--- src/rtl/voice_allocator.sv ---
`default_nettype none
// ============================================================================
// Module      : voice_allocator
// Description : Assigns serialized MIDI note events to a pool of synth voices
//               (retrigger same key, else free voice, else steal the oldest).
// Revision    : 1.0 - initial release
// ============================================================================
module voice_allocator #(
    parameter int VOICES  = 32,
    parameter int V_WIDTH = $clog2(VOICES),
    parameter int AGE_W   = 8
) (
    input  logic                CLOCK_50,
    input  logic                reset_reg_N,
    input  logic                ev_valid,
    output logic                ev_ready,
    input  logic                ev_is_on,
    input  logic [6:0]          ev_key,
    input  logic [6:0]          ev_vel,
    input  logic                all_off,
    input  logic [VOICES-1:0]   voice_free,
    output logic [VOICES-1:0]   keys_on,
    output logic                note_on,
    output logic [V_WIDTH-1:0]  cur_key_adr,
    output logic [7:0]          cur_key_val,
    output logic [7:0]          cur_vel_on,
    output logic [7:0]          cur_vel_off,
    output logic                stolen
);

    typedef enum logic [1:0] {
        S_IDLE  = 2'd0,
        S_SCAN  = 2'd1,
        S_ISSUE = 2'd2
    } state_t;

    localparam logic [V_WIDTH-1:0] c_LAST    = V_WIDTH'(VOICES - 1);
    localparam logic [AGE_W-1:0]   c_AGE_MAX = '1;

    state_t               r_state;
    state_t               w_state_nxt;

    logic [V_WIDTH-1:0]   r_idx;
    logic                 r_is_on;
    logic [6:0]           r_key;
    logic [6:0]           r_vel;
    logic                 r_match_found;
    logic                 r_free_found;
    logic [V_WIDTH-1:0]   r_match_idx;
    logic [V_WIDTH-1:0]   r_free_idx;
    logic [V_WIDTH-1:0]   r_old_idx;
    logic [AGE_W-1:0]     r_old_age;
    logic                 r_old_rel;
    logic [VOICES-1:0]    r_off_mask;
    logic [VOICES-1:0]    r_keys_on;
    logic [6:0]           r_key_tab [VOICES];
    logic [AGE_W-1:0]     r_age     [VOICES];
    logic                 r_note_on;
    logic                 r_stolen;
    logic [V_WIDTH-1:0]   r_cur_adr;
    logic [6:0]           r_cur_key;
    logic [6:0]           r_cur_von;
    logic [6:0]           r_cur_voff;

    logic                 w_accept;
    logic                 w_scan;
    logic                 w_issue;
    logic                 w_hit;
    logic                 w_rel;
    logic                 w_free;
    logic                 w_old_better;
    logic                 w_steal;
    logic [V_WIDTH-1:0]   w_target;

    always_ff @(posedge CLOCK_50 or negedge reset_reg_N) begin
        if (!reset_reg_N) r_state <= S_IDLE;
        else              r_state <= w_state_nxt;
    end

    always_comb begin
        w_state_nxt = r_state;
        w_accept    = 1'b0;
        w_scan      = 1'b0;
        w_issue     = 1'b0;
        case (r_state)
            S_IDLE: begin
                w_accept = ev_valid;
                if (ev_valid) w_state_nxt = S_SCAN;
            end
            S_SCAN: begin
                w_scan = 1'b1;
                if (r_idx == c_LAST) w_state_nxt = S_ISSUE;
            end
            S_ISSUE: begin
                w_issue     = 1'b1;
                w_state_nxt = S_IDLE;
            end
            default: w_state_nxt = S_IDLE;
        endcase
        // all_off overrides every state and suppresses any pending action
        if (all_off) begin
            w_state_nxt = S_IDLE;
            w_accept    = 1'b0;
            w_scan      = 1'b0;
            w_issue     = 1'b0;
        end
    end

    always_comb begin
        w_hit        = r_keys_on[r_idx] && (r_key_tab[r_idx] == r_key);
        w_rel        = !r_keys_on[r_idx];
        w_free       = voice_free[r_idx] && w_rel;
        // released voices beat held ones; within a class the strictly older one wins
        w_old_better = (r_idx == '0) || (w_rel && !r_old_rel) ||
                       ((w_rel == r_old_rel) && (r_age[r_idx] > r_old_age));
        w_steal      = !r_match_found && !r_free_found;
        if (r_match_found)     w_target = r_match_idx;
        else if (r_free_found) w_target = r_free_idx;
        else                   w_target = r_old_idx;
    end

    always_ff @(posedge CLOCK_50 or negedge reset_reg_N) begin
        if (!reset_reg_N) begin
            r_idx         <= '0;
            r_is_on       <= 1'b0;
            r_key         <= '0;
            r_vel         <= '0;
            r_match_found <= 1'b0;
            r_free_found  <= 1'b0;
            r_match_idx   <= '0;
            r_free_idx    <= '0;
            r_old_idx     <= '0;
            r_old_age     <= '0;
            r_old_rel     <= 1'b0;
            r_off_mask    <= '0;
            r_keys_on     <= '0;
            r_note_on     <= 1'b0;
            r_stolen      <= 1'b0;
            r_cur_adr     <= '0;
            r_cur_key     <= '0;
            r_cur_von     <= '0;
            r_cur_voff    <= '0;
            for (int i = 0; i < VOICES; i++) begin
                r_key_tab[i] <= '0;
                r_age[i]     <= '0;
            end
        end else begin
            r_note_on <= 1'b0;
            r_stolen  <= 1'b0;
            if (all_off) r_keys_on <= '0;

            if (w_accept) begin
                r_is_on       <= ev_is_on && (ev_vel != 7'd0);
                r_key         <= ev_key;
                r_vel         <= ev_vel;
                r_idx         <= '0;
                r_match_found <= 1'b0;
                r_free_found  <= 1'b0;
                r_off_mask    <= '0;
            end

            if (w_scan) begin
                r_idx <= r_idx + V_WIDTH'(1);
                if (r_is_on) begin
                    if (w_hit && !r_match_found) begin
                        r_match_found <= 1'b1;
                        r_match_idx   <= r_idx;
                    end
                    if (w_free && !r_free_found) begin
                        r_free_found <= 1'b1;
                        r_free_idx   <= r_idx;
                    end
                    if (w_old_better) begin
                        r_old_idx <= r_idx;
                        r_old_age <= r_age[r_idx];
                        r_old_rel <= w_rel;
                    end
                end else if (w_hit) begin
                    r_off_mask[r_idx] <= 1'b1;
                end
            end

            if (w_issue) begin
                if (r_is_on) begin
                    r_keys_on[w_target] <= 1'b1;
                    r_key_tab[w_target] <= r_key;
                    for (int i = 0; i < VOICES; i++) begin
                        if (V_WIDTH'(i) == w_target)  r_age[i] <= '0;
                        else if (r_age[i] != c_AGE_MAX) r_age[i] <= r_age[i] + AGE_W'(1);
                    end
                    r_note_on <= 1'b1;
                    r_stolen  <= w_steal;
                    r_cur_adr <= w_target;
                    r_cur_key <= r_key;
                    r_cur_von <= r_vel;
                end else begin
                    r_keys_on  <= r_keys_on & ~r_off_mask;
                    r_cur_voff <= r_vel;
                end
            end
        end
    end

    assign ev_ready    = (r_state == S_IDLE);
    assign keys_on     = r_keys_on;
    assign note_on     = r_note_on;
    assign stolen      = r_stolen;
    assign cur_key_adr = r_cur_adr;
    assign cur_key_val = {1'b0, r_cur_key};
    assign cur_vel_on  = {1'b0, r_cur_von};
    assign cur_vel_off = {1'b0, r_cur_voff};

endmodule
`default_nettype wire
--- config.mk ---
export PLATFORM = sky130hd
export DESIGN_NAME = voice_allocator
export DESIGN_NICKNAME = d
export VERILOG_FILES = /design/src/rtl/voice_allocator.sv
export SDC_FILE = /design/constraint.sdc
export NUM_CORES = 1
export LEC_CHECK = 0
export ABC_AREA = 1
export CORE_ASPECT_RATIO = 0.75
export CORE_UTILIZATION = 30
export DETAILED_ROUTE_END_ITERATION = 12
export GPL_TIMING_DRIVEN = 0
export PLACE_DENSITY = 0.42
export SLEW_MARGIN = 30
export SYNTH_ARGS = -nofsm -noshare
export SYNTH_HDL_FRONTEND = slang
export SYNTH_SLANG_ARGS = --single-unit
--- constraint.sdc ---
create_clock -name CLOCK_50 -period 3.58 [get_ports CLOCK_50]
set_input_delay 0.358 -clock CLOCK_50 [delete_from_list [all_inputs] [get_ports CLOCK_50]]
set_output_delay 0.358 -clock CLOCK_50 [all_outputs]
set_load 0.02 [all_outputs]
==> results of run 1 <==
==> flip-flops by register name, summed over array words and instances (netlist names), 5 cells and up <==
signal	count
cur_key_adr	5
keys_on	32
r_age	256
r_cur_key	7
r_cur_voff	7
r_cur_von	7
r_free_idx	5
r_idx	5
r_key	7
r_key_tab	224
r_match_idx	5
r_off_mask	32
r_old_age	8
r_old_idx	5
r_vel	7
==> per-stage QoR <==
step	instances	setup TNS (ns)	util
floorplan	4501	0	-
global placement	6056	-	0.330
detailed placement	6068	-51.50	0.333
CTS	6239	-1.80	0.367
global route	6245	-4.80	0.369
finish	6247	-3.66	0.369
==> where the power goes <==
part	leakage, nW	internal (mW)	total, mW	switching [mW]
registers	6.96	7.15	7.25	0.102
clock network	1.16	4.36	7.73	3.37
logic	11.2	2.18	7.38	5.20
total	19.4	13.7	22.4	8.67
==> routing by layer <==
metal	global-route usage	up-vias	wire [um]
met5	0	-	0
met4	0.0577	0	3030
met3	0.0437	132	11900
met2	0.348	1117	57300
met1	0.432	15900	76900
li1	-	15100	-
==> final cells by class <==
cell class,count,area share
well taps,1444,0.0446
flip-flops and latches,620,0.383
inverters,597,0.0558
multi-input cells,3078,0.373
plain buffers,205,0.0392
diodes,2,0.000124
repair buffers,175,0.0459
clock inverters,19,0.00701
clock buffers,107,0.0515
==> synth_stat cells (2+ instances only) <==
cell      count  area share
clkinv_1      2     0.00023
nor2_2       24      0.0045
nand2_1    1074        0.12
o21ai_4       3      0.0015
nor2_1      385       0.043
a211oi_1      2     0.00045
a21oi_1     266       0.040
nor3_2        7      0.0021
nand2_2       5     0.00094
o21a_1       50       0.011
nor3_1       58      0.0087
buf_6         4      0.0014
nand4_1      74       0.014
or2_1         3     0.00056
o21ai_1      90       0.014
a21oi_2      12      0.0032
o21ai_2       2     0.00053
o22ai_1      27      0.0051
o21ai_0     640       0.096
inv_1       550       0.062
or2_2        29      0.0054
nor4_1       16      0.0030
dfrtp_1     620        0.47
a21oi_4       2     0.00098
a41oi_2       2     0.00098
inv_2        45      0.0051
a21o_1        2     0.00045
nand3_1     200       0.030
nor3_4        2     0.00098
o41ai_1       6      0.0016
xor2_1        7      0.0018
a22oi_1      23      0.0052
ha_1         46       0.017
buf_2        79       0.012
or2_0         2     0.00038
nor3b_1       3     0.00068
clkbuf_1    108       0.012
buf_1         7     0.00079
buf_4         8      0.0018
a31oi_1       2     0.00038
o22a_1        2     0.00053
==> worst paths after layout <==
path | from | end | slack (ns) | cells past startpoint
max in group asynchronous | reset_reg_N | keys_on[12]$_DFF_PN0_ | 1.83 | 5
hold / removal | reset_reg_N | r_age[177]$_DFFE_PN0P_ | 0.20 | 2
min in group CLOCK_50 | ev_key[6] | r_key[6]$_DFFE_PN0P_ | 0.26 | 3
hold reg to reg | r_match_idx[3]$_DFFE_PN0P_ | r_match_idx[3]$_DFFE_PN0P_ | 0.48 | 2
setup reg to reg | r_idx[0]$_DFFE_PN0P_ | r_old_age[1]$_DFFE_PN0P_ | -0.29 | 21
setup / recovery | r_idx[0]$_DFFE_PN0P_ | r_old_age[1]$_DFFE_PN0P_ | -0.29 | 21
==> critical path, cell delays in order, from the launching register on <==
cell      delay, ns
dfrtp_2        0.49
buf_6          0.16
buf_12         0.13
buf_12         0.14
buf_12         0.15
buf_12         0.15
o21ai_4        0.13
a21oi_2        0.08
or2_1          0.27
nor3_4         0.35
nand4_1        0.26
ha_4           0.37
nand2_4        0.06
nor3_2         0.18
nand3_1        0.12
nand2_1        0.10
o221ai_2       0.11
nand2_2        0.14
inv_4          0.07
buf_8          0.14
nand2_1        0.07
o21ai_2        0.06
==> what timing repair did <==
action | in CTS | in global routing
cloned | 2 | 0
setup buffers | 42 | 7
hold buffers | 1 | 0
endpoints found under the setup margin | 66 | 82
pin swaps | 37 | 25
hold endpoints to repair | 41 | 0
resized for setup | 333 | 79
==> logic make-up (layout without fill, tap and decap cells) <==
family	after synthesis	after routing	share of synthesized area
AO/OA/AOI/OAI	1137	1137	0.183
XOR/XNOR	8	8	0.00210
adder cells (fa/ha/maj)	46	46	0.0173
buffers and inverters	803	1103	0.0953
flip-flops	620	620	0.466
other	1	5	0.000113
AND/OR/NAND/NOR	1884	1884	0.236
==> placed cells by master (no fill, tap or decap), types with 14 or more instances in the layout <==
master	count
a21oi_1	245
nand2_1	1054
o21ai_0	577
inv_2	40
nor4_1	15
clkbuf_8	23
buf_8	14
or2_2	27
o21a_1	50
buf_6	18
buf_12	18
clkbuf_2	14
clkdlybuf4s50_1	110
buf_2	42
nand4_1	74
o21ai_2	28
inv_1	548
clkbuf_16	77
o21ai_1	123
nor2_2	30
dfrtp_1	617
a21oi_2	31
ha_1	45
nor2_1	377
buf_4	59
nand2_2	22
nor3_1	51
a22oi_1	23
o22ai_1	27
nand3_1	200
clkbuf_1	92
==> metrics.txt, run 1 <==
status=finished with violations; failing checks=negative setup slack; Longest Clk Path Bufs=3; vias per cell=~5.2; setup violators final=14; DIE AREA=approximately 110000 um^2; row count=~110; Mapped Avg Cell Area=roughly 7.4 um^2; Main synth FF type=dfrtp_1; final instance area=between 40000 and 50000 um^2; core area=approximately 110000 um^2; Rel. slew slack=0.256; Post-Syn Area=around 33000 um^2; leak pwr=19.4 nW; CTS clock-pin slew for the worst setup and hold paths=approximately 0.060 ns; WS Path Type=reg2reg; Cells after Synth=4499; Hold Path Class=in2async; Crit. End Element=register; PD cells=552 nW/um^2; synth warn=0; GR Overflow Total=0; vias in the first global route=29800; share of layout cells above drive strength 1=0.111; Synth async-reset ratio=1.00; Final Power=roughly 22 mW; Crit Path Max Fanout=7; global-route wire length before repair=between 200000 and 250000 um; Die X=387 um; initial antenna violation count=6; CP startpoint kind=register; dpl cell area=around 37000 um^2; fin. max-slew vios=0; Antenna Nets Post-Route=0; CTS Root Cell=clkbuf_16; final worst slack=-0.288 ns; CP required=between 4 and 5 ns; Skew-Pair Late Insertion Delay=0.68 ns; wirelength, routed=roughly 150000 um; worst IR drop on VDD=between 300 and 400 uV; Initial Utilization=0.304; Final Critical Period=approximately 3.9 ns; EDFF count, synth=0; top achievable clock speed=259 MHz; post-synthesis sequential area ratio=0.466; Final HPWL DP=112000 um; Pre-antenna DRT Iters=8; I/O Buffers=111; CTS tree=yes; unrepaired setup endpoints after global routing=yes; fillers=between 10000 and 15000; H-tree levels=3; Post-Route Skew=approximately 0.027 ns; worst hold margin=0.202 ns; P&R area growth vs syn=21.6%; pre-CTS setup slack=-2.50 ns; Max Cap Violations=0; worst-margin pin slew=approximately 1.1 ns; io pins=~120; Worst EP arrival=around 4.4 ns; Sink Count=620; Placer Congestion=0.950; routed len/inst=23.9 um; flops & latches, synth=slightly above 600; CTS buffer count=74; DRC viols=0; number of library cell types mapped by synthesis=51; All-Layer GR Usage=0.263; fin nets=4848; Multi-input gate area=15100 um^2; initial DRC count=3130; maximum number of pins on one net before global-route repair=78; via count=between 30000 and 40000; Tcrit/Tclk final=1.08; Die H=between 200 and 300 um; Final Hold Fails=0; Reg area=15500 um^2
(Power assumes the default switching activity.)
==> run 2, diff against run 1 <==
Settings changed: REMOVE_ABC_BUFFERS from default to 1.
==> run 2 against run 1 <==
Net effect: the run still ends with negative setup slack left; utilization fell by 0.15 points; sequential share of layout area up 0.19 points; final area decreased by 0.42%; non-clock buffer count is 155 lower; worst hold slack improved by 0.045 ns; setup slack better by 0.23 ns; via count is 6.8% lower; sequential cell count stayed put; fmax up 6.2%; die area stayed put; sequential power up 2%; global-route usage is 4.1 points lower; largest power group unchanged.
==> metrics.txt, run 2 (same netlist as run 1, synthesis figures left out) <==
worst-margin pin slew=between 1 and 1.5 ns; Sink Count=between 600 and 700; Final Critical Period=3.64 ns; CP startpoint kind=register; leading cell type in the layout, fill and taps excluded=nand2_1; leak pwr=19.1 nW; biggest regs=r_age: 256 flops, r_key_tab: 224 flops; WS Path Type=reg2reg; max reg flops=about 260; ant diodes=0; fin nets=between 4000 and 5000; maximum number of pins on one net before global-route repair=~80; Final HPWL DP=about 82000 um; GR Overflow Total=0; Crit. End Element=register; via count=roughly 30000; CTS Root Cell=clkbuf_16; Final Power=about 21 mW; DIE AREA=approximately 110000 um^2; CTS buffer count=72; routed len/inst=about 21 um; Worst EP arrival=~4.2 ns; final instance area=~40000 um^2; Skew-Pair Late Insertion Delay=between 0.6 and 0.7 ns; core area=approximately 110000 um^2; Die X=387 um; grt met3 use=0.0485; Finished Layout Cells=between 6000 and 7000; status=finished with violations; dpl cell area=roughly 36000 um^2; row count=roughly 110; top achievable clock speed=about 270 MHz; GR peak layer=met1; DRC viols=0; fin. max-slew vios=0; Die H=between 200 and 300 um; PD cells=around 530 nW/um^2; initial antenna violation count=3; pre-CTS setup slack=-1.97 ns; Crit Path Max Fanout=8; vias per cell=4.93; CP required=between 4 and 5 ns; worst hold margin=about 0.25 ns; final worst slack=-0.0609 ns; io pins=roughly 120; share of layout cells above drive strength 1=0.104; setup violators final=7; P&R area growth vs syn=21.1%; failing checks=negative setup slack; Tcrit/Tclk final=1.02; initial DRC count=2502; Placed Instances=about 5900; Initial Utilization=0.304; global-route wire length before repair=188000 um; Rel. slew slack=0.332; Antenna Nets Post-Route=0; Pre-antenna DRT Iters=5; Hold Path Class=in2async; routing usage on met1=0.342; commonest cells after routing, fill and taps aside=1049 x nand2_1, 612 x dfrtp_1, 584 x o21ai_0, 542 x inv_1, 371 x nor2_1; Placer Congestion=0.785; vias in the first global route=28500; I/O Buffers=~110; Longest Clk Path Bufs=3; Max Cap Violations=0; GR Layer Usage met2=0.313; Final Hold Fails=0; Post-Route Skew=~0.027 ns; worst IR drop on VDD=between 300 and 400 uV; H-tree levels=3; Reg with most FFs=r_age; unrepaired setup endpoints after global routing=yes; wirelength, routed=125000 um; All-Layer GR Usage=0.222; CTS clock-pin slew for the worst setup and hold paths=approximately 0.060 ns; CTS tree=yes
[run 2: cell count changes in the layout (fill, tap and decap cells not counted), sizes merged]
cell,previous run,this run
diode,2,0
inv,596,599
clkbuf,214,120
clkinv,15,10
clkinvlp,1,2
bufinv,4,0
buf,162,104
bufbuf,0,8
[run 2: layout make-up]
class,instances,area [um^2]
Clock buffer,118,2200
Clock inverter,10,103
Fill cell,11500,69400
Inverter,597,2300
Multi-Input combinational cell,3078,15300
Sequential cell,620,15500
Tap cell,1444,1810
Timing Repair Buffer,225,3090
Timing Repair inverter,4,35.0
[run 2: metal layers]
| layer | up-vias | wire length, um |
|---|---|---|
| li1 | 14800 | - |
| met2 | 647 | 50900 |
| met4 | 4 | 2070 |
| met3 | 129 | 7530 |
| met5 | - | 27 |
| met1 | 14500 | 64900 |
[run 2: what timing repair did]
item	in CTS	in global routing
pin swaps	23	32
gates cloned	21	2
endpoints found under the setup margin	71	55
buffers inserted	29	23
endpoints found under the hold margin	56	0
hold buffers	1	0
resized for setup	139	93
[run 2: power breakdown]
| group | total [mW] | switching (mW) | internal (mW) |
|---|---|---|---|
| combinational | 6.48 | 4.33 | 2.15 |
| clock | 7.43 | 3.23 | 4.20 |
| sequential | 7.39 | 0.236 | 7.15 |
| total | 21.3 | 7.80 | 13.5 |
[run 2: path summary, 6_finish.rpt]
| path | cells after the start | slack, ns | from | to |
|---|---|---|---|---|
| max in group asynchronous | 7 | 1.13 | reset_reg_N | r_key_tab[126]$_DFFE_PN0P_ |
| min in group CLOCK_50 | 3 | 0.25 | ev_key[1] | r_key[1]$_DFFE_PN0P_ |
| hold / removal | 2 | 0.25 | reset_reg_N | note_on$_DFF_PN0_ |
| setup / recovery | 21 | -0.06 | r_idx[0]$_DFFE_PN0P_ | r_old_age[5]$_DFFE_PN0P_ |
| setup reg to reg | 21 | -0.06 | r_idx[0]$_DFFE_PN0P_ | r_old_age[5]$_DFFE_PN0P_ |
| hold reg to reg | 2 | 0.48 | cur_key_adr[2]$_DFFE_PN0P_ | cur_key_adr[2]$_DFFE_PN0P_ |
[run 2: metrics by stage]
| step | setup TNS, ns | utilization |
|---|---|---|
| 2_1_floorplan | -400.71 | - |
| 6_report | -0.265 | 0.368 |
| 4_1_cts | -0.00589 | 0.363 |
| 5_1_grt | -1.79 | 0.368 |
| 3_5_place_dp | -65.89 | 0.330 |
| 3_3_place_gp | - | 0.322 |
[run 2: worst max-delay path, cell delays in order (launching register included)]
cell	delay (ns)
dfrtp_4	0.46
buf_16	0.15
inv_16	0.04
buf_16	0.14
buf_12	0.15
buf_16	0.15
buf_4	0.14
o21ai_1	0.21
a21oi_4	0.16
nor3_2	0.19
nand4_1	0.16
ha_1	0.31
nand2_1	0.11
nor3_4	0.21
nand3_2	0.15
nand2_2	0.10
o221ai_2	0.12
nand2_4	0.12
clkinvlp_4	0.11
buf_8	0.15
nand2_2	0.05
o21ai_1	0.06
